===== config.mk =====
export PLATFORM = sky130hd
export DESIGN_NAME = du_exec_controller_flat
export DESIGN_NICKNAME = d
export VERILOG_FILES = /design/src/rtl/du_ctrl_pkg.sv /design/src/rtl/du_exec_controller_if.sv /design/src/rtl/du_dump_sequencer.sv /design/src/rtl/du_exec_controller.sv /design/src/flat_wrapper.sv
export SDC_FILE = /design/constraint.sdc
export NUM_CORES = 1
export LEC_CHECK = 0
export BUFFER_PORTS_ARGS = -buffer_cell sky130_fd_sc_hd__buf_2
export CELL_PAD_IN_SITES_DETAIL_PLACEMENT = 1
export CELL_PAD_IN_SITES_GLOBAL_PLACEMENT = 1
export CORE_ASPECT_RATIO = 0.8
export CORE_MARGIN = 1.5
export CORE_UTILIZATION = 39
export CTS_BUF_LIST = sky130_fd_sc_hd__clkbuf_2
export DETAILED_ROUTE_END_ITERATION = 16
export PLACE_DENSITY_LB_ADDON = 0.05
export SLEW_MARGIN = 20
export SYNTH_ARGS = -nofsm -noshare
export SYNTH_HDL_FRONTEND = slang
export SYNTH_HIERARCHICAL = 1
export SYNTH_SLANG_ARGS = --single-unit

===== constraint.sdc =====
create_clock -name i_clock -period 2.83 [get_ports i_clock]
set_clock_uncertainty 0.1 [all_clocks]
set_input_delay 0.283 -clock i_clock [delete_from_list [all_inputs] [get_ports i_clock]]
set_output_delay 0.283 -clock i_clock [all_outputs]
set_load 0.01 [all_outputs]

===== src/rtl/du_ctrl_pkg.sv =====
// rtl/du_ctrl_pkg.sv - shared state encodings and dump index constants for du_exec_controller
package du_ctrl_pkg;

    typedef enum logic [2:0] {
        ST_IDLE      = 3'd0,
        ST_RUN       = 3'd1,
        ST_STEP_WAIT = 3'd2,
        ST_STEP_EXEC = 3'd3,
        ST_DUMP      = 3'd4,
        ST_DONE      = 3'd5
    } exec_state_e;

    typedef enum logic [1:0] {
        SEQ_IDLE = 2'd0,
        SEQ_ADDR = 2'd1,
        SEQ_SEND = 2'd2
    } seq_state_e;

    localparam int DEF_N_REGS      = 32;
    localparam int DEF_N_MEM_WORDS = 32;

    // Dump word order: PC, cycle count, register file, then data memory.
    localparam int IDX_PC         = 0;
    localparam int IDX_CYCLES     = 1;
    localparam int IDX_REG_BASE   = 2;
    localparam int IDX_MEM_BASE   = IDX_REG_BASE + DEF_N_REGS;
    localparam int DUMP_LEN_NOMEM = IDX_MEM_BASE;
    localparam int DUMP_LEN_MEM   = IDX_MEM_BASE + DEF_N_MEM_WORDS;

endpackage


===== src/rtl/du_exec_controller_if.sv =====
// rtl/du_exec_controller_if.sv - debug-read and transmit-word bus between controller, pipeline and serializer
interface du_exec_controller_if #(
    parameter int NB_DATA     = 32,
    parameter int NB_REG_ADDR = 5,
    parameter int NB_MEM_ADDR = 5
);
    logic [NB_REG_ADDR-1:0] o_reg_addr;
    logic [NB_DATA-1:0]     i_reg_data;
    logic [NB_MEM_ADDR-1:0] o_mem_addr;
    logic [NB_DATA-1:0]     i_mem_data;
    logic [NB_DATA-1:0]     o_tx_data;
    logic                   o_tx_valid;
    logic                   i_tx_ready;

    modport master (
        output o_reg_addr, o_mem_addr, o_tx_data, o_tx_valid,
        input  i_reg_data, i_mem_data, i_tx_ready
    );

    modport slave (
        input  o_reg_addr, o_mem_addr, o_tx_data, o_tx_valid,
        output i_reg_data, i_mem_data, i_tx_ready
    );
endinterface


===== src/rtl/du_dump_sequencer.sv =====
// rtl/du_dump_sequencer.sv - word-by-word state dump with ADDR/SEND phasing; DU_DUMP_MEM_EN appends data memory
module du_dump_sequencer
    import du_ctrl_pkg::*;
#(
    parameter int NB_DATA     = 32,
    parameter int NB_REG_ADDR = 5,
    parameter int N_REGS      = 32,
    parameter int NB_MEM_ADDR = 5,
    parameter int N_MEM_WORDS = 32
) (
    input  logic               i_clock,
    input  logic               i_reset,
    input  logic               i_start,
    input  logic [NB_DATA-1:0] i_pc,
    input  logic [NB_DATA-1:0] i_cycles,
    output logic               o_finish,
    du_exec_controller_if.master bus
);

`ifdef DU_DUMP_MEM_EN
    localparam bit MEM_EN = 1'b1;
`else
    localparam bit MEM_EN = 1'b0;
`endif
    localparam int MEM_BASE = IDX_REG_BASE + N_REGS;
    localparam int LEN      = MEM_BASE + (MEM_EN ? N_MEM_WORDS : 0);
    localparam int NB_IDX   = $clog2(LEN + 1);

    localparam logic [NB_IDX-1:0] I_PC   = NB_IDX'(IDX_PC);
    localparam logic [NB_IDX-1:0] I_CYC  = NB_IDX'(IDX_CYCLES);
    localparam logic [NB_IDX-1:0] I_REG  = NB_IDX'(IDX_REG_BASE);
    localparam logic [NB_IDX-1:0] I_MEM  = NB_IDX'(MEM_BASE);
    localparam logic [NB_IDX-1:0] I_LAST = NB_IDX'(LEN - 1);

    seq_state_e             seq_q, seq_d;
    logic [NB_IDX-1:0]      idx_q, idx_d, idx_nx;
    logic [NB_REG_ADDR-1:0] reg_addr_q, reg_addr_d;
    logic [NB_MEM_ADDR-1:0] mem_addr_q, mem_addr_d;
    logic [NB_DATA-1:0]     tx_data_q, tx_data_d, src;
    logic                   tx_valid_q, tx_valid_d;

`ifndef DU_DUMP_MEM_EN
    logic unused_mem_data;
    assign unused_mem_data = ^bus.i_mem_data;
`endif

    // Sequencer registers; reset aborts any word in flight
    always_ff @(posedge i_clock or negedge i_reset) begin
        if (!i_reset) begin
            seq_q      <= SEQ_IDLE;
            idx_q      <= '0;
            reg_addr_q <= '0;
            mem_addr_q <= '0;
            tx_data_q  <= '0;
            tx_valid_q <= 1'b0;
        end else begin
            seq_q      <= seq_d;
            idx_q      <= idx_d;
            reg_addr_q <= reg_addr_d;
            mem_addr_q <= mem_addr_d;
            tx_data_q  <= tx_data_d;
            tx_valid_q <= tx_valid_d;
        end
    end

    // Phase sequencing: addresses are set on entry to ADDR so the read data settles before SEND captures it
    always_comb begin
        seq_d      = seq_q;
        idx_d      = idx_q;
        reg_addr_d = reg_addr_q;
        mem_addr_d = mem_addr_q;
        tx_data_d  = tx_data_q;
        tx_valid_d = tx_valid_q;
        o_finish   = 1'b0;
        idx_nx     = idx_q + 1'b1;

        src = bus.i_reg_data;
        if (idx_q == I_PC) begin
            src = i_pc;
        end else if (idx_q == I_CYC) begin
            src = i_cycles;
`ifdef DU_DUMP_MEM_EN
        end else if (idx_q >= I_MEM) begin
            src = bus.i_mem_data;
`endif
        end

        case (seq_q)
            SEQ_IDLE: begin
                if (i_start) begin
                    seq_d = SEQ_ADDR;
                    idx_d = '0;
                end
            end
            SEQ_ADDR: begin
                seq_d      = SEQ_SEND;
                tx_data_d  = src;
                tx_valid_d = 1'b1;
            end
            SEQ_SEND: begin
                if (tx_valid_q && bus.i_tx_ready) begin
                    tx_valid_d = 1'b0;
                    if (idx_q == I_LAST) begin
                        o_finish   = 1'b1;
                        seq_d      = SEQ_IDLE;
                        idx_d      = '0;
                        reg_addr_d = '0;
                        mem_addr_d = '0;
                    end else begin
                        seq_d = SEQ_ADDR;
                        idx_d = idx_nx;
                        if (idx_nx >= I_REG && idx_nx < I_MEM) begin
                            reg_addr_d = NB_REG_ADDR'(idx_nx - I_REG);
`ifdef DU_DUMP_MEM_EN
                        end else if (idx_nx >= I_MEM) begin
                            mem_addr_d = NB_MEM_ADDR'(idx_nx - I_MEM);
`endif
                        end
                    end
                end
            end
            default: seq_d = SEQ_IDLE;
        endcase
    end

    assign bus.o_reg_addr = reg_addr_q;
    assign bus.o_mem_addr = mem_addr_q;
    assign bus.o_tx_data  = tx_data_q;
    assign bus.o_tx_valid = tx_valid_q;

endmodule


===== src/rtl/du_exec_controller.sv =====
// rtl/du_exec_controller.sv - debug-unit execution sequencer for the MIPS pipeline; DU_DUMP_MEM_EN enables memory dump
module du_exec_controller
    import du_ctrl_pkg::*;
#(
    parameter int NB_DATA     = 32,
    parameter int NB_REG_ADDR = 5,
    parameter int N_REGS      = 32,
    parameter int NB_MEM_ADDR = 5,
    parameter int N_MEM_WORDS = 32
) (
    input  logic               i_clock,
    input  logic               i_reset,
    input  logic               i_mode_valid,
    input  logic               i_mode,
    input  logic               i_step,
    input  logic               i_halt,
    input  logic [NB_DATA-1:0] i_pc,
    output logic               o_cpu_enable,
    output logic [NB_DATA-1:0] o_cycles,
    output logic [2:0]         o_state,
    output logic               o_done,
    du_exec_controller_if.master dbg
);

    exec_state_e        state_q, state_d;
    logic               cpu_enable_q, cpu_enable_d;
    logic [NB_DATA-1:0] cycles_q, cycles_d;
    logic               halt_q, halt_d;
    logic               done_q, done_d;
    logic               dump_start, dump_finish;

    // Control registers
    always_ff @(posedge i_clock or negedge i_reset) begin
        if (!i_reset) begin
            state_q      <= ST_IDLE;
            cpu_enable_q <= 1'b0;
            cycles_q     <= '0;
            halt_q       <= 1'b0;
            done_q       <= 1'b0;
        end else begin
            state_q      <= state_d;
            cpu_enable_q <= cpu_enable_d;
            cycles_q     <= cycles_d;
            halt_q       <= halt_d;
            done_q       <= done_d;
        end
    end

    // Next state, saturating cycle count and halt latch; halt only counts while the pipeline is enabled
    always_comb begin
        state_d    = state_q;
        cycles_d   = cycles_q;
        halt_d     = halt_q;
        dump_start = 1'b0;

        if (cpu_enable_q && (cycles_q != '1)) begin
            cycles_d = cycles_q + 1'b1;
        end

        case (state_q)
            ST_IDLE, ST_DONE: begin
                if (i_mode_valid) begin
                    cycles_d = '0;
                    halt_d   = 1'b0;
                    state_d  = i_mode ? ST_STEP_WAIT : ST_RUN;
                end
            end
            ST_RUN: begin
                if (cpu_enable_q && i_halt) begin
                    halt_d     = 1'b1;
                    state_d    = ST_DUMP;
                    dump_start = 1'b1;
                end
            end
            ST_STEP_WAIT: begin
                if (i_step) begin
                    state_d = ST_STEP_EXEC;
                end
            end
            ST_STEP_EXEC: begin
                if (cpu_enable_q && i_halt) begin
                    halt_d = 1'b1;
                end
                state_d    = ST_DUMP;
                dump_start = 1'b1;
            end
            ST_DUMP: begin
                if (dump_finish) begin
                    state_d = halt_q ? ST_DONE : ST_STEP_WAIT;
                end
            end
            default: state_d = ST_IDLE;
        endcase

        cpu_enable_d = (state_d == ST_RUN) || (state_d == ST_STEP_EXEC);
        done_d       = (state_d == ST_DONE);
    end

    du_dump_sequencer #(
        .NB_DATA     (NB_DATA),
        .NB_REG_ADDR (NB_REG_ADDR),
        .N_REGS      (N_REGS),
        .NB_MEM_ADDR (NB_MEM_ADDR),
        .N_MEM_WORDS (N_MEM_WORDS)
    ) u_dump (
        .i_clock  (i_clock),
        .i_reset  (i_reset),
        .i_start  (dump_start),
        .i_pc     (i_pc),
        .i_cycles (cycles_q),
        .o_finish (dump_finish),
        .bus      (dbg)
    );

    assign o_cpu_enable = cpu_enable_q;
    assign o_cycles     = cycles_q;
    assign o_state      = state_q;
    assign o_done       = done_q;

endmodule


===== src/flat_wrapper.sv =====
// flat-port wrapper written by rule: the top's interface ports become plain ports
module du_exec_controller_flat import du_ctrl_pkg::*;
#(
    parameter int NB_DATA     = 32,
    parameter int NB_REG_ADDR = 5,
    parameter int N_REGS      = 32,
    parameter int NB_MEM_ADDR = 5,
    parameter int N_MEM_WORDS = 32
)
  (i_clock, i_reset, i_mode_valid, i_mode, i_step, i_halt, i_pc, o_cpu_enable, o_cycles, o_state, o_done, dbg_o_reg_addr, dbg_o_mem_addr, dbg_o_tx_data, dbg_o_tx_valid, dbg_i_reg_data, dbg_i_mem_data, dbg_i_tx_ready);
  du_exec_controller_if #(.NB_DATA(NB_DATA), .NB_REG_ADDR(NB_REG_ADDR), .NB_MEM_ADDR(NB_MEM_ADDR)) dbg_i ();
  input  logic i_clock;
  input  logic i_reset;
  input  logic i_mode_valid;
  input  logic i_mode;
  input  logic i_step;
  input  logic i_halt;
  input  logic [NB_DATA-1:0] i_pc;
  output logic o_cpu_enable;
  output logic [NB_DATA-1:0] o_cycles;
  output logic [2:0] o_state;
  output logic o_done;
  output wire logic [$bits(dbg_i.o_reg_addr)-1:0] dbg_o_reg_addr;
  output wire logic [$bits(dbg_i.o_mem_addr)-1:0] dbg_o_mem_addr;
  output wire logic [$bits(dbg_i.o_tx_data)-1:0] dbg_o_tx_data;
  output wire logic [$bits(dbg_i.o_tx_valid)-1:0] dbg_o_tx_valid;
  input wire logic [$bits(dbg_i.i_reg_data)-1:0] dbg_i_reg_data;
  input wire logic [$bits(dbg_i.i_mem_data)-1:0] dbg_i_mem_data;
  input wire logic [$bits(dbg_i.i_tx_ready)-1:0] dbg_i_tx_ready;
  assign dbg_o_reg_addr = dbg_i.o_reg_addr;
  assign dbg_o_mem_addr = dbg_i.o_mem_addr;
  assign dbg_o_tx_data = dbg_i.o_tx_data;
  assign dbg_o_tx_valid = dbg_i.o_tx_valid;
  assign dbg_i.i_reg_data = dbg_i_reg_data;
  assign dbg_i.i_mem_data = dbg_i_mem_data;
  assign dbg_i.i_tx_ready = dbg_i_tx_ready;
  du_exec_controller #(.NB_DATA(NB_DATA), .NB_REG_ADDR(NB_REG_ADDR), .N_REGS(N_REGS), .NB_MEM_ADDR(NB_MEM_ADDR), .N_MEM_WORDS(N_MEM_WORDS)) u_core (.i_clock(i_clock), .i_reset(i_reset), .i_mode_valid(i_mode_valid), .i_mode(i_mode), .i_step(i_step), .i_halt(i_halt), .i_pc(i_pc), .o_cpu_enable(o_cpu_enable), .o_cycles(o_cycles), .o_state(o_state), .o_done(o_done), .dbg(dbg_i));
endmodule

* Word-level counts from Yosys, hierarchy flattened *
Index checks and enable logic that the tools add are counted.

word-level totals
  output and inout bits = 80
  word-level logic and storage cells = 83
  register bits after elaboration = 84
  bits of input ports = 103

operators by class
  reductions and logical operators = 19
  muxes and demuxes = 32
  add/sub/neg operators = 3
  equality and inequality tests = 17
  order comparisons = 2

operators with widths
  operator                                                               count
  32-bit 2-to-1 mux                                                      5
  32-bit by 1-bit adder with 32-bit output, second input constant        1
  32-bit != test, second input constant                                  1
  6-bit 2-to-1 mux                                                       3
  3-bit 2-to-1 mux                                                       5
  3-bit case mux with 5 select lines                                     1
  6-bit case mux with 2 select lines                                     1
  5-bit 2-to-1 mux                                                       2
  3-bit by 2-bit == test with 1-bit output, second input constant        3
  3-bit == test, second input constant                                   3
  3-bit AND reduction                                                    3
  1-bit 2-to-1 mux                                                       8
  2-bit nonzero test                                                     4
  6-bit by 1-bit adder with 6-bit output, second input constant          1
  3-bit by 1-bit == test with 1-bit output, second input constant        2
  6-bit by 1-bit == test with 1-bit output, second input constant        1
  6-bit == test, second input constant                                   1
  6-bit by 2-bit >= comparator with 1-bit output, second input constant  1
  6-bit logical NOT                                                      1
  6-bit less-than comparator, second input constant                      1
  2-bit 2-to-1 mux                                                       3
  1-bit case mux with 2 select lines                                     3
  2-bit case mux with 3 select lines                                     1
  5-bit by 2-bit subtractor with 5-bit output, second input constant     1
  other kinds (10)                                                       17

* Longest topological paths before layout *
Gate-level depths: netlist of run 1.

  word-level depth = 8
  gate-level depth with buffers = 9
  mapped depth without buffers = 9

* Cells and area by module *
Netlist of run 1, hierarchy kept.

modules (own cells, without submodules)
  module              cells each  area each (um^2)  sequential area each (um^2)  instances
  du_dump_sequencer   293         2,935.3           1,151.1                      1
  du_exec_controller  248         2,302.2           950.9                        1

* Worst setup path before layout of run 1 *
OpenSTA, ideal clock, no wires.

  path type = register -> register
  start point = register u_core.u_dump.idx_q[1]
  end point = register u_core.u_dump.reg_addr_q[0] (netlist: u_core/u_dump/bus.o_reg_addr[0])
  data arrival time = 1.936 ns
  period minus slack after synthesis = 2.169 ns
  slack = 0.661 ns
  stages on the path, launching flop included = 7
  library setup time = 0.133 ns
  cells stage by stage = dfrtp_1 > ha_1 > buf_2 > or4_1 > a221oi_2 > or3_4 > o221ai_2

on the way
  word-level cells in the longest chain between the ends = 5
  elaborated cells between the ends (all ways) = 8
  classes of those cells = add/sub (1); order compare (2); eq/ne (1); mux (1); reduce/logical (3)

RTL lines
  item                                                                                          line                      text
  start: declaration                                                                            du_dump_sequencer.sv:36   logic [NB_IDX-1:0] idx_q, idx_d, idx_nx;
  start signal: assignment                                                                      du_dump_sequencer.sv:58   idx_q <= idx_d;
  6-bit by 1-bit adder with 6-bit output                                                        du_dump_sequencer.sv:75   idx_nx = idx_q + 1'b1;
  6-bit by 2-bit >= comparator with 1-bit output or 6-bit less-than comparator (tied branches)  du_dump_sequencer.sv:112  if (idx_nx >= I_REG && idx_nx < I_MEM) begin
  1-bit logical AND                                                                             du_dump_sequencer.sv:112
  2-bit nonzero test (no line)                                                                  -
  3-bit AND reduction (no line)                                                                 -
  end signal: assignment                                                                        du_dump_sequencer.sv:59   reg_addr_q <= reg_addr_d;
  end: declaration                                                                              du_dump_sequencer.sv:37   logic [NB_REG_ADDR-1:0] reg_addr_q, reg_addr_d;

Parallel ways exist; a longest one is shown, timed or not.
A chain may end at the register's enable or synchronous reset.

* Worst setup path in the final report of run 1 *
  start point = register u_core.u_dump.idx_q[1]
  end point = register u_core.state_q[1] (netlist: u_core/o_state[1])

on the way
  word-level cells in the longest chain between the ends = 6

RTL lines
  item                                line                      text
  6-bit == test                       du_dump_sequencer.sv:103  if (idx_q == I_LAST) begin
  1-bit 2-to-1 mux                    du_dump_sequencer.sv:103
  1-bit 2-to-1 mux                    du_dump_sequencer.sv:101  if (tx_valid_q && bus.i_tx_ready) begin
  1-bit 2-to-1 mux                    du_dump_sequencer.sv:88   case (seq_q)
  named net u_core.dump_finish        du_exec_controller.sv:30  logic dump_start, dump_finish;
  3-bit 2-to-1 mux                    du_exec_controller.sv:88  if (dump_finish) begin
  3-bit case mux with 5 select lines  du_exec_controller.sv:60  case (state_q)
  named net u_core.state_d[1]         du_exec_controller.sv:25  exec_state_e state_q, state_d;
  end signal: assignment              du_exec_controller.sv:41  state_q <= state_d;
  end: declaration                    du_exec_controller.sv:25

The timed path passes the listed nets, and every way through them passes these cells.

==> results of run 1 <==
## path summary, 6_finish.rpt
path	depth (start not counted)	endpoint	from	slack, ns
setup reg to reg	10	u_core/o_state[1]	u_core/u_dump/idx_q[1]	0.26
setup / recovery	10	u_core/o_state[1]	u_core/u_dump/idx_q[1]	0.26
min in group asynchronous	2	u_core/u_dump/bus.o_tx_data[26]	i_reset	0.14
max in group asynchronous	3	u_core/u_dump/idx_q[0]	i_reset	1.78
hold / removal	4	u_core/u_dump/bus.o_tx_data[18]	dbg_i_reg_data[18]	0.06
hold reg to reg	1	u_core/u_dump/bus.o_tx_data[5]	u_core/u_dump/bus.o_tx_data[5]	0.40
## synth_stat cells (all sizes together) (6+ instances only)
cell type and n:
nand2 48, buf 21, dfrtp 84, mux2i 35
nor4 6, a211oi 35, nor3 6, nor2 53
nand4 12, or3 13, o31ai 11, a21oi 26
o211ai 9, xnor2 8, inv 6, a21o 34
and4 6, clkbuf 18, and3 9, or4 14
o21ai 23, nand3 20, ha 6
## metal layers
metal  wire length [um]  part of all wire [%]  global-route usage (%)
met1               8640                    48                    36.5
met2               8380                    47                    42.6
met3                860                   4.8                    5.91
met4                132                  0.73                    5.57
met5                  0                     0                       0
## repair_timing
action	CTS	global route
hold buffers	47	1
resized for setup	0	2
endpoints found under the hold margin	87	1
setup endpoints to repair	0	1
## power by group
group | internal (W) | total, W | switching [W] | leakage [nW]
registers | 0.00154 | 0.00184 | 0.000296 | 1.08
clock network | 0.000190 | 0.000613 | 0.000423 | 0.0574
logic | 0.00117 | 0.00276 | 0.00159 | 2.11
total | 0.00291 | 0.00522 | 0.00231 | 3.25
## state kept, by name, summed over array words and instances, names as in the netlist, 2 cells and up
name and cells:
u_core/u_dump/bus.o_tx_data 32, u_core/u_dump/idx_q 6, u_core/u_dump/bus.o_reg_addr 5, u_core/o_cycles 32, u_core/u_dump/seq_q 2, u_core/o_state 3
## area by class of cell
class                      instances  share of cell area [%]
clock buffer                      10                   0.748
tap                              175                    3.27
sequential                        84                    31.4
clock inverter                     3                   0.617
inverter                           6                   0.336
multi-input combinational        416                    42.7
antenna                            1                  0.0374
timing repair buffer             211                    20.8
## critical path: stages, from the launching register on
cell,delay [ns]
dfrtp_2,0.53
inv_1,0.12
ha_1,0.15
nor4b_4,0.26
nand2_1,0.23
nor2_1,0.22
nand2_1,0.10
nand2_1,0.07
nand2_1,0.06
o31ai_1,0.08
dlygate4sd3_1,0.60
## stage by stage
step,utilization [%],total power (W),instance area [um2],hold WS (ns)
2_1_floorplan,-,0.00364,5250,-0.113
3_3_place_gp,47.2,0.00442,6120,0.280
3_5_place_dp,47.2,0.00454,6120,0.281
4_1_cts,51.5,0.00524,6680,0.00221
5_1_grt,51.7,0.00557,6700,0.0209
6_report,51.7,0.00522,6700,0.0584
## kinds of logic after synthesis
logic type | Yosys count | share of synthesized area, %
adder cells (fa/ha/maj) | 6 | 1.43
multiplexers | 35 | 6.69
AO/OA/AOI/OAI | 156 | 21.7
other | 1 | 0.0716
flip-flops | 84 | 40.1
buffers and inverters | 45 | 5.64
AND/OR/NAND/NOR | 203 | 22.5
XOR/XNOR | 11 | 1.84
==> parameters.txt, run 1 <==
Parameter                              Value

Clock network
  Clock buffer count from CTS    9
  Worst-path clk slew    0.22 ns
  Clock insertion delay at the later pin of the skew report    0.59 ns
  Number of levels the H-tree was split into    3
  Clock buffer depth    2
  Cell at the root of the clock tree    clkbuf_2
  TritonCTS clock tree    done
  Clk sinks    84
  Post-CTS setup-driven buffer insertion count    0

Cells and area
  Leading cell type in the layout, fill and taps excluded    buf_2
  Layout filler cell count    1547
  Sequential cell area    0.00210 mm2
  Most frequent cells in the layout    buf_2 (144), dfrtp_1 (82), nor2_1 (52)
  Count of non-filler cells in the finished layout    906
  Area Growth Syn to Fin    27.8%
  Share of final-layout standard cells stronger than drive strength 1    29.3%
  Area used by multi-input combinational logic    0.00286 mm2
  Nets    837

Yosys
  Instance count of the mapped netlist    541
  Yosys warns    6
  Number of distinct standard cells referenced by the synthesized netlist    65
  Area share of the largest cell type after synthesis    40.1%
  Number of synthesized flops with an enable pin    0
  Main synth FF type    dfrtp_1
  Fraction of the yosys area taken by sequential cells    40.1%
  Area leader, netlist    dfrtp_1
  Synth Cell Area    0.00524 mm2
  Async set or reset register ratio after synthesis    100%
  #FFs+latches synth    84
  Mean instance size in the synthesized netlist    9.68 um2
  Area contributors post-synth    dfrtp_1 (40%), mux2i_1 (6.7%), a211oi_1 (4.9%)

Worst setup path
  Crit path DAT    3.01 ns
  Startpoint type of the worst setup path    register
  Max Fanout on Critical Path    9
  Kind of end point of the critical path    register
  Kind of critical path    register to register
  Critical Path RT    3.27 ns

Hold path
  Tightest Hold Check Type    input port to register

Pwr
  Ratio of total power to cell area    779 mW/mm2
  IR drop worst, VDD    0.405 mV
  Lkg Pwr    3.25 nW

Detailed routing
  Count of nets left with antenna violations after detail routing    0
  Total DRC errors in the routed layout    0
  Final wirelength    18000 um
  Detailed-router iteration count before antenna repair    4
  Violation count after the first detailed-route iteration    252
  DR WL/cell    19.9 um
  Overall via count from detail_route    5093
  Post-DR vias/cell    5.62

Run
  Number of max-cap violations    0

Run status
  Status    finished clean

Global routing
  Overall fraction of global-route tracks in use    26.4%
  Wire length of the first global-routing pass    29100 um
  Pin count of the biggest net entering global routing    50
  Total overflow reported by the global router    0
  Number of antenna violations at the first check in global routing    1
  Via count of the first global-routing pass    5292

Floorplanning
  Die width    133 um
  Number of rows created at floorplan    37
  Core Box Area    0.0130 mm2
  Die Y-Extent    107 um
  Die Outline Area    0.0141 mm2
  Effective utilization at floorplan    40.4%
  I/O pins    183

Timing
  RSZ-0062 raised after global routing    no
  Number of endpoints with negative hold slack in the final report    0
  Setup Viol. Count Final    0
  Worst-margin pin slew    0.837 ns
  Count of pins over their slew limit    0
  Fmax    0.389 GHz
  Max-Slew Margin vs Limit    44.2%
  Fin crit share    90.7%
  Setup WS post-layout    0.262 ns
  Post-Route Setup TNS    0 ns
  Fin crit period    2.57 ns

Placed design
  Detail Placement HPWL    12500 um
  Buffers added on ports    145
  Final estimated routing congestion in global placement    0.843
  Post-Place Setup Slack    0.320 ns
  Count of placed standard cells including taps    844
No activity file was read; power rests on OpenSTA's default activity.
==> run 2: changes to the inputs <==
--- a/config.mk
+++ b/config.mk
@@ -11,7 +11,7 @@
 export CORE_ASPECT_RATIO = 0.8
 export CORE_MARGIN = 1.5
 export CORE_UTILIZATION = 39
-export CTS_BUF_LIST = sky130_fd_sc_hd__clkbuf_2
+export CTS_BUF_LIST = sky130_fd_sc_hd__clkbuf_4
 export DETAILED_ROUTE_END_ITERATION = 16
 export PLACE_DENSITY_LB_ADDON = 0.05
 export SLEW_MARGIN = 20
==> constraint.sdc (replaced) <==
create_clock -name i_clock -period 2.8 [get_ports i_clock]
set_clock_uncertainty 0.1 [all_clocks]
set_input_delay 0.28 -clock i_clock [delete_from_list [all_inputs] [get_ports i_clock]]
set_output_delay 0.28 -clock i_clock [all_outputs]
set_load 0.01 [all_outputs]
==> parameters.txt, run 2 (synthesized netlist as in run 1, its figures left out) <==
Parameter                              Value

Cells and area
  Leading cell type in the layout, fill and taps excluded    buf_2
  # diodes    0
  Share of final-layout standard cells stronger than drive strength 1    31.2%
  Nets    788
  Area Growth Syn to Fin    18.5%
  Most frequent cells in the layout    buf_2 (144), dfrtp_1 (84), nor2_1 (52)

Placed design
  Detail Placement HPWL    12200 um
  Final estimated routing congestion in global placement    0.835
  Buffers added on ports    145

Floorplanning
  Die width    133 um
  Core Box Area    0.0130 mm2
  Die Y-Extent    107 um
  Number of rows created at floorplan    37
  Die Outline Area    0.0141 mm2
  Effective utilization at floorplan    40.4%
  I/O pins    183

Worst setup path
  Kind of critical path    register to register
  Top delay family on crit path    flip-flops
  Startpoint type of the worst setup path    register
  Crit path DAT    2.80 ns
  Max Fanout on Critical Path    13
  Sequence of cells on the critical path    inv_1 > ha_1 > inv_1 > ha_1 > xnor2_1 > xnor2_1 > or4_1 > o211ai_2
  Kind of end point of the critical path    register
  Max stage delay on crit path    0.65 ns
  Critical Path RT    3.08 ns
  Max stage delay cell, worst path    dfrtp_1
  Buffers and inverters on the worst path    2

Clock network
  Post-cts repair resize count    0
  Clock insertion delay at the later pin of the skew report    0.46 ns
  Number of buffers inserted by hold repair at cts    1
  Clock buffer count from CTS    9
  Cell at the root of the clock tree    clkbuf_4
  Worst-path clk slew    0.13 ns
  Clock buffer depth    2
  TritonCTS clock tree    done
  Post-CTS setup-driven buffer insertion count    0
  Clk sinks    84
  Number of levels the H-tree was split into    3

Pwr
  Clock network power share    12.2%
  Switching power    0.00228 W
  Net Sw Frac    44.6%
  Total design power    0.00511 W
  Share of total power in sequential cells    36.5%
  Combinational cell fraction of total power    51.3%
  Pint    0.00284 W
  IR drop worst, VDD    0.615 mV
  Lkg Pwr    3.04 nW
  Ratio of total power to cell area    824 mW/mm2

Global routing
  Total overflow reported by the global router    0
  Pin count of the biggest net entering global routing    67
  Overall fraction of global-route tracks in use    24.6%
  Via count of the first global-routing pass    4963
  Number of antenna violations at the first check in global routing    0
  Wire length of the first global-routing pass    27200 um

Timing
  Count of pins over their slew limit    0
  Min Hold Slack    0.0361 ns
  RSZ-0062 raised after global routing    no
  Setup Viol. Count Final    0
  Max-Slew Margin vs Limit    52.3%
  Fin crit period    2.51 ns
  Fmax    0.398 GHz
  Fin crit share    89.8%
  Number of endpoints with negative hold slack in the final report    0
  Post-Route Setup TNS    0 ns
  Worst-margin pin slew    0.715 ns

Hold path
  Tightest Hold Check Type    input port to register

Run
  Number of max-cap violations    0

Detailed routing
  Count of nets left with antenna violations after detail routing    0
  DR WL/cell    19.3 um
  Total DRC errors in the routed layout    0
  Post-DR vias/cell    5.62
  Violation count after the first detailed-route iteration    241
  Overall via count from detail_route    4822
  Final wirelength    16600 um
  Detailed-router iteration count before antenna repair    5

Run status
  Status    finished clean
==> run 2: cell types whose count changed in the layout (fill, tap and decap cells not counted), moves of 2 or more <==
cell           change
clkbuf_2          -10
clkinv_2           +3
dfrtp_2            -2
dlygate4sd3_1     -47
dfrtp_1            +2
clkbuf_4          +10
==> run 2: final timing paths <==
check | startpoint | end | slack [ns] | depth (start not counted)
worst max register to register | u_core/u_dump/idx_q[0] | u_core/u_dump/bus.o_reg_addr[3] | 0.29 | 8
worst max-delay path | u_core/u_dump/idx_q[0] | u_core/u_dump/bus.o_reg_addr[3] | 0.29 | 8
min in group asynchronous | i_reset | u_core/u_dump/bus.o_tx_data[26] | 0.29 | 2
max in group asynchronous | i_reset | u_core/u_dump/bus.o_tx_data[8] | 1.55 | 3
worst min-delay path | dbg_i_tx_ready | u_core/u_dump/seq_q[1] | 0.04 | 4
worst min register to register | u_core/u_dump/bus.o_tx_data[17] | u_core/u_dump/bus.o_tx_data[17] | 0.38 | 1
==> run 2: per-layer routing <==
metal,GRT usage [%],share of wire [%]
met1,36.4,50
met4,4.95,0.77
met2,37.8,44
met3,4.35,5.4
met5,0,0
==> run 2: power by group through the flow <==
stage               Clock, W  Combinational (W)  Sequential, W
floorplan                  0            0.00172        0.00195
global placement           0            0.00256        0.00186
detailed placement         0            0.00264        0.00189
CTS                 0.000664            0.00264        0.00187
global route        0.000703            0.00289        0.00192
finish              0.000622            0.00262        0.00187
==> run 2: layout make-up <==
cell class | count | area (um2)
Timing Repair Buffer | 162 | 896
Tap cell | 175 | 219
Clock inverter | 5 | 30.0
Inverter | 6 | 22.5
Multi-Input combinational cell | 416 | 2860
Clock buffer | 10 | 75.1
Fill cell | 1573 | 6760
Sequential cell | 84 | 2100
==> run 2: per-stage QoR <==
stage / std cells / instance area [um2] / worst slack [ns] / util (%)
2_1_floorplan: 545 / 5250 / 0.631 / -
3_3_place_gp: 842 / 6090 / 0.372 / 47.0
3_5_place_dp: 842 / 6090 / 0.342 / 47.0
4_1_cts: 858 / 6210 / 0.279 / 47.9
5_1_grt: 858 / 6210 / 0.119 / 47.9
6_report: 858 / 6210 / 0.286 / 47.9
==> run 2: tightest hold or removal path, delay by kind of cell <==
kind / cells / cell delay, ns
and+or+nand+nor: 3 / 0.17
buffers and inverters: 1 / 0.11
==> run 3: changes to the inputs <==
--- a/config.mk
+++ b/config.mk
@@ -10,12 +10,11 @@
 export CELL_PAD_IN_SITES_GLOBAL_PLACEMENT = 1
 export CORE_ASPECT_RATIO = 0.8
 export CORE_MARGIN = 1.5
-export CORE_UTILIZATION = 39
+export CORE_UTILIZATION = 37
 export CTS_BUF_LIST = sky130_fd_sc_hd__clkbuf_4
 export DETAILED_ROUTE_END_ITERATION = 16
 export PLACE_DENSITY_LB_ADDON = 0.05
 export SLEW_MARGIN = 20
 export SYNTH_ARGS = -nofsm -noshare
 export SYNTH_HDL_FRONTEND = slang
-export SYNTH_HIERARCHICAL = 1
 export SYNTH_SLANG_ARGS = --single-unit
==> parameters.txt, run 3 <==
Parameter                              Value

Yosys
  Simple-gate area share of the yosys netlist    20.8%
  Compound-cell area share of the yosys netlist    15.5%
  Async set or reset register ratio after synthesis    100%
  Number of distinct standard cells referenced by the synthesized netlist    51
  Most frequent cells after synthesis    dfrtp_1 (84), nor2_1 (80), nand2_1 (35)
  Area contributors post-synth    dfrtp_1 (44%), mux2i_1 (6.9%), nor2_1 (6.3%)
  Mean instance size in the synthesized netlist    9.46 um2
  Number of synthesized flops with an enable pin    0
  Synth Area in XOR/XNOR    5.47%
  Area share of the largest cell type after synthesis    43.8%
  Fraction of the yosys area taken by sequential cells    43.8%
  Main synth FF type    dfrtp_1
  Largest family of logic cells by synthesized area    simple AND/OR/NAND/NOR gates
  #FFs+latches synth    84
  Synth Cell Area    0.00480 mm2
  Instance count of the mapped netlist    508
  Area leader, netlist    dfrtp_1
  Yosys warns    0
  Adder and majority gate portion of the synthesized area    1.56%
  Most used standard cell by instance count after synthesis    dfrtp_1
  Multiplexer fraction of the synthesized cell area    8.28%

Clock network
  Number of levels the H-tree was split into    3
  Clock insertion delay at the later pin of the skew report    0.46 ns
  Clk sinks    84
  TritonCTS clock tree    done
  Post-CTS setup-driven buffer insertion count    0
  Cell at the root of the clock tree    clkbuf_4
  Clock buffer count from CTS    9
  Clock buffer depth    2
  Worst-path clk slew    0.14 ns
  Post-cts repair resize count    0

Worst setup path
  Worst setup path start    u_core.u_dump.idx_q[0]
  Launch point of the worst reg-to-reg path    u_core.u_dump.idx_q[0]
  Startpoint type of the worst setup path    register
  Reg2Reg Capture Point    u_core.u_dump.bus.o_reg_addr[1]
  Critical Path RT    3.06 ns
  Kind of end point of the critical path    register
  Kind of critical path    register to register
  Capture point of the worst path    u_core.u_dump.bus.o_reg_addr[1]
  Reg-to-reg slack, setup    0.22 ns
  Crit path DAT    2.84 ns
  Max Fanout on Critical Path    11
  Count of cells along the worst register-to-register path    6

Floorplanning
  Number of rows created at floorplan    37
  Effective utilization at floorplan    37.6%
  Core Box Area    0.0128 mm2
  Die Outline Area    0.0137 mm2
  Die Y-Extent    105 um
  I/O pins    183
  Die width    130 um

Cells and area
  Nets    766
  Layout filler cell count    1564
  Area Growth Syn to Fin    23.9%
  Most frequent cells in the layout    buf_2 (144), dfrtp_1 (84), nor2_1 (80)
  Leading cell type in the layout, fill and taps excluded    buf_2
  Share of final-layout standard cells stronger than drive strength 1    30.6%
  Count of non-filler cells in the finished layout    836

Hold path
  Startpoint of the lowest-slack hold path    i_step
  Tightest Hold Check Type    input port to register

Timing
  Number of endpoints with negative hold slack in the final report    0
  Fin crit share    92.1%
  Max-Slew Margin vs Limit    44.9%
  Worst-margin pin slew    0.826 ns
  Fmax    0.388 GHz
  RSZ-0062 raised after global routing    no
  Setup Viol. Count Final    0
  Count of pins over their slew limit    0
  Setup WS post-layout    0.222 ns
  Fin crit period    2.58 ns
  Post-Route Setup TNS    0 ns

Placed design
  Final estimated routing congestion in global placement    0.879
  Post-Place Setup Slack    0.281 ns
  Count of placed standard cells including taps    818
  Buffers added on ports    145
  Detail Placement HPWL    11500 um

Run
  Number of max-cap violations    0

Detailed routing
  Detailed-router iteration count before antenna repair    4
  Violation count after the first detailed-route iteration    225
  Total DRC errors in the routed layout    0
  Count of nets left with antenna violations after detail routing    0
  Routed length on met1    7960 um
  DR WL/cell    18.4 um
  Met3 wirelength from detailed routing    824 um
  Post-DR vias/cell    5.17
  Overall via count from detail_route    4318
  Final wirelength    15400 um
  Routed wl met2    6410 um
  Top routing layer in use    met4

Pwr
  Ratio of total power to cell area    804 mW/mm2
  Lkg Pwr    2.99 nW
  IR drop worst, VDD    0.445 mV

Run status
  Status    finished clean

Global routing
  Pin count of the biggest net entering global routing    85
  Via count of the first global-routing pass    4276
  Total overflow reported by the global router    0
  Number of antenna violations at the first check in global routing    1
  Wire length of the first global-routing pass    24000 um
  Overall fraction of global-route tracks in use    23.2%
run 3: critical path, stage by stage (launching register included):
cell and delay [ns]:
dfrtp_1 0.61, inv_1 0.10, ha_1 0.37, inv_1 0.18, a32oi_1 0.17, o311ai_2 0.55, mux2_2 0.39
run 3: per-layer routing:
| metal | vias to the layer above | GRT usage, % |
|---|---|---|
| met3 | 18 | 4.71 |
| met1 | 2081 | 35.2 |
| met2 | 112 | 33.4 |
| met5 | - | 0 |
| li1 | 2107 | - |
| met4 | 0 | 6.04 |
run 3: how the worst min path moves through the flow:
stage / cells after the start / endpoint / slack (ns)
after global placement: 2 / u_core.u_dump.bus.o_tx_data[9] / 0.25
after detailed placement: 2 / u_core.u_dump.bus.o_tx_data[10] / 0.25
after floorplan: 0 / u_core.halt_q / -0.12
after CTS: 5 / u_core.o_state[0] / 0.02
after global routing: 3 / u_core.halt_q / 0.04
final: 5 / u_core.o_state[0] / 0.06
run 3: logic make-up after synthesis:
logic type	after synthesis
AND/OR/NAND/NOR	199
other	1
buffers and inverters	46
XOR/XNOR	30
AO/OA/AOI/OAI	103
flip-flops	84
adder cells (fa/ha/maj)	6
multiplexers	39
run 3: where the power goes:
part	leakage, nW	total [W]	switching, W	internal (W)
registers	1.09	0.00187	0.000304	0.00157
logic	1.84	0.00231	0.00132	0.000992
clock network	0.0562	0.000603	0.000413	0.000189
total	2.99	0.00478	0.00203	0.00275
run 3: timing repair:
item                       CTS  global route
hold buffers                 3             0
hold endpoints to repair    86             0
setup endpoints to repair    0             0
run 3: metrics by stage:
stage	instance area [um2]	total power [W]	util, %	hold slack [ns]
2_1_floorplan	4820	0.00334	-	-0.116
3_3_place_gp	5820	0.00413	45.6	0.253
3_5_place_dp	5820	0.00422	45.6	0.252
4_1_cts	5950	0.00484	46.6	0.0186
5_1_grt	5950	0.00516	46.6	0.0431
6_report	5950	0.00478	46.6	0.0593
run 3: cell type report:
cell class              instances  area [um2]  area share (%)
flip-flops and latches         84        2100            35.3
diodes                          1        2.50          0.0420
clock buffers                  11        82.6            1.39
multi-input cells             382        2510            42.3
clock inverters                 3        16.3           0.273
well taps                     175         219            3.68
inverters                       9        33.8           0.568
repair buffers                171         981            16.5
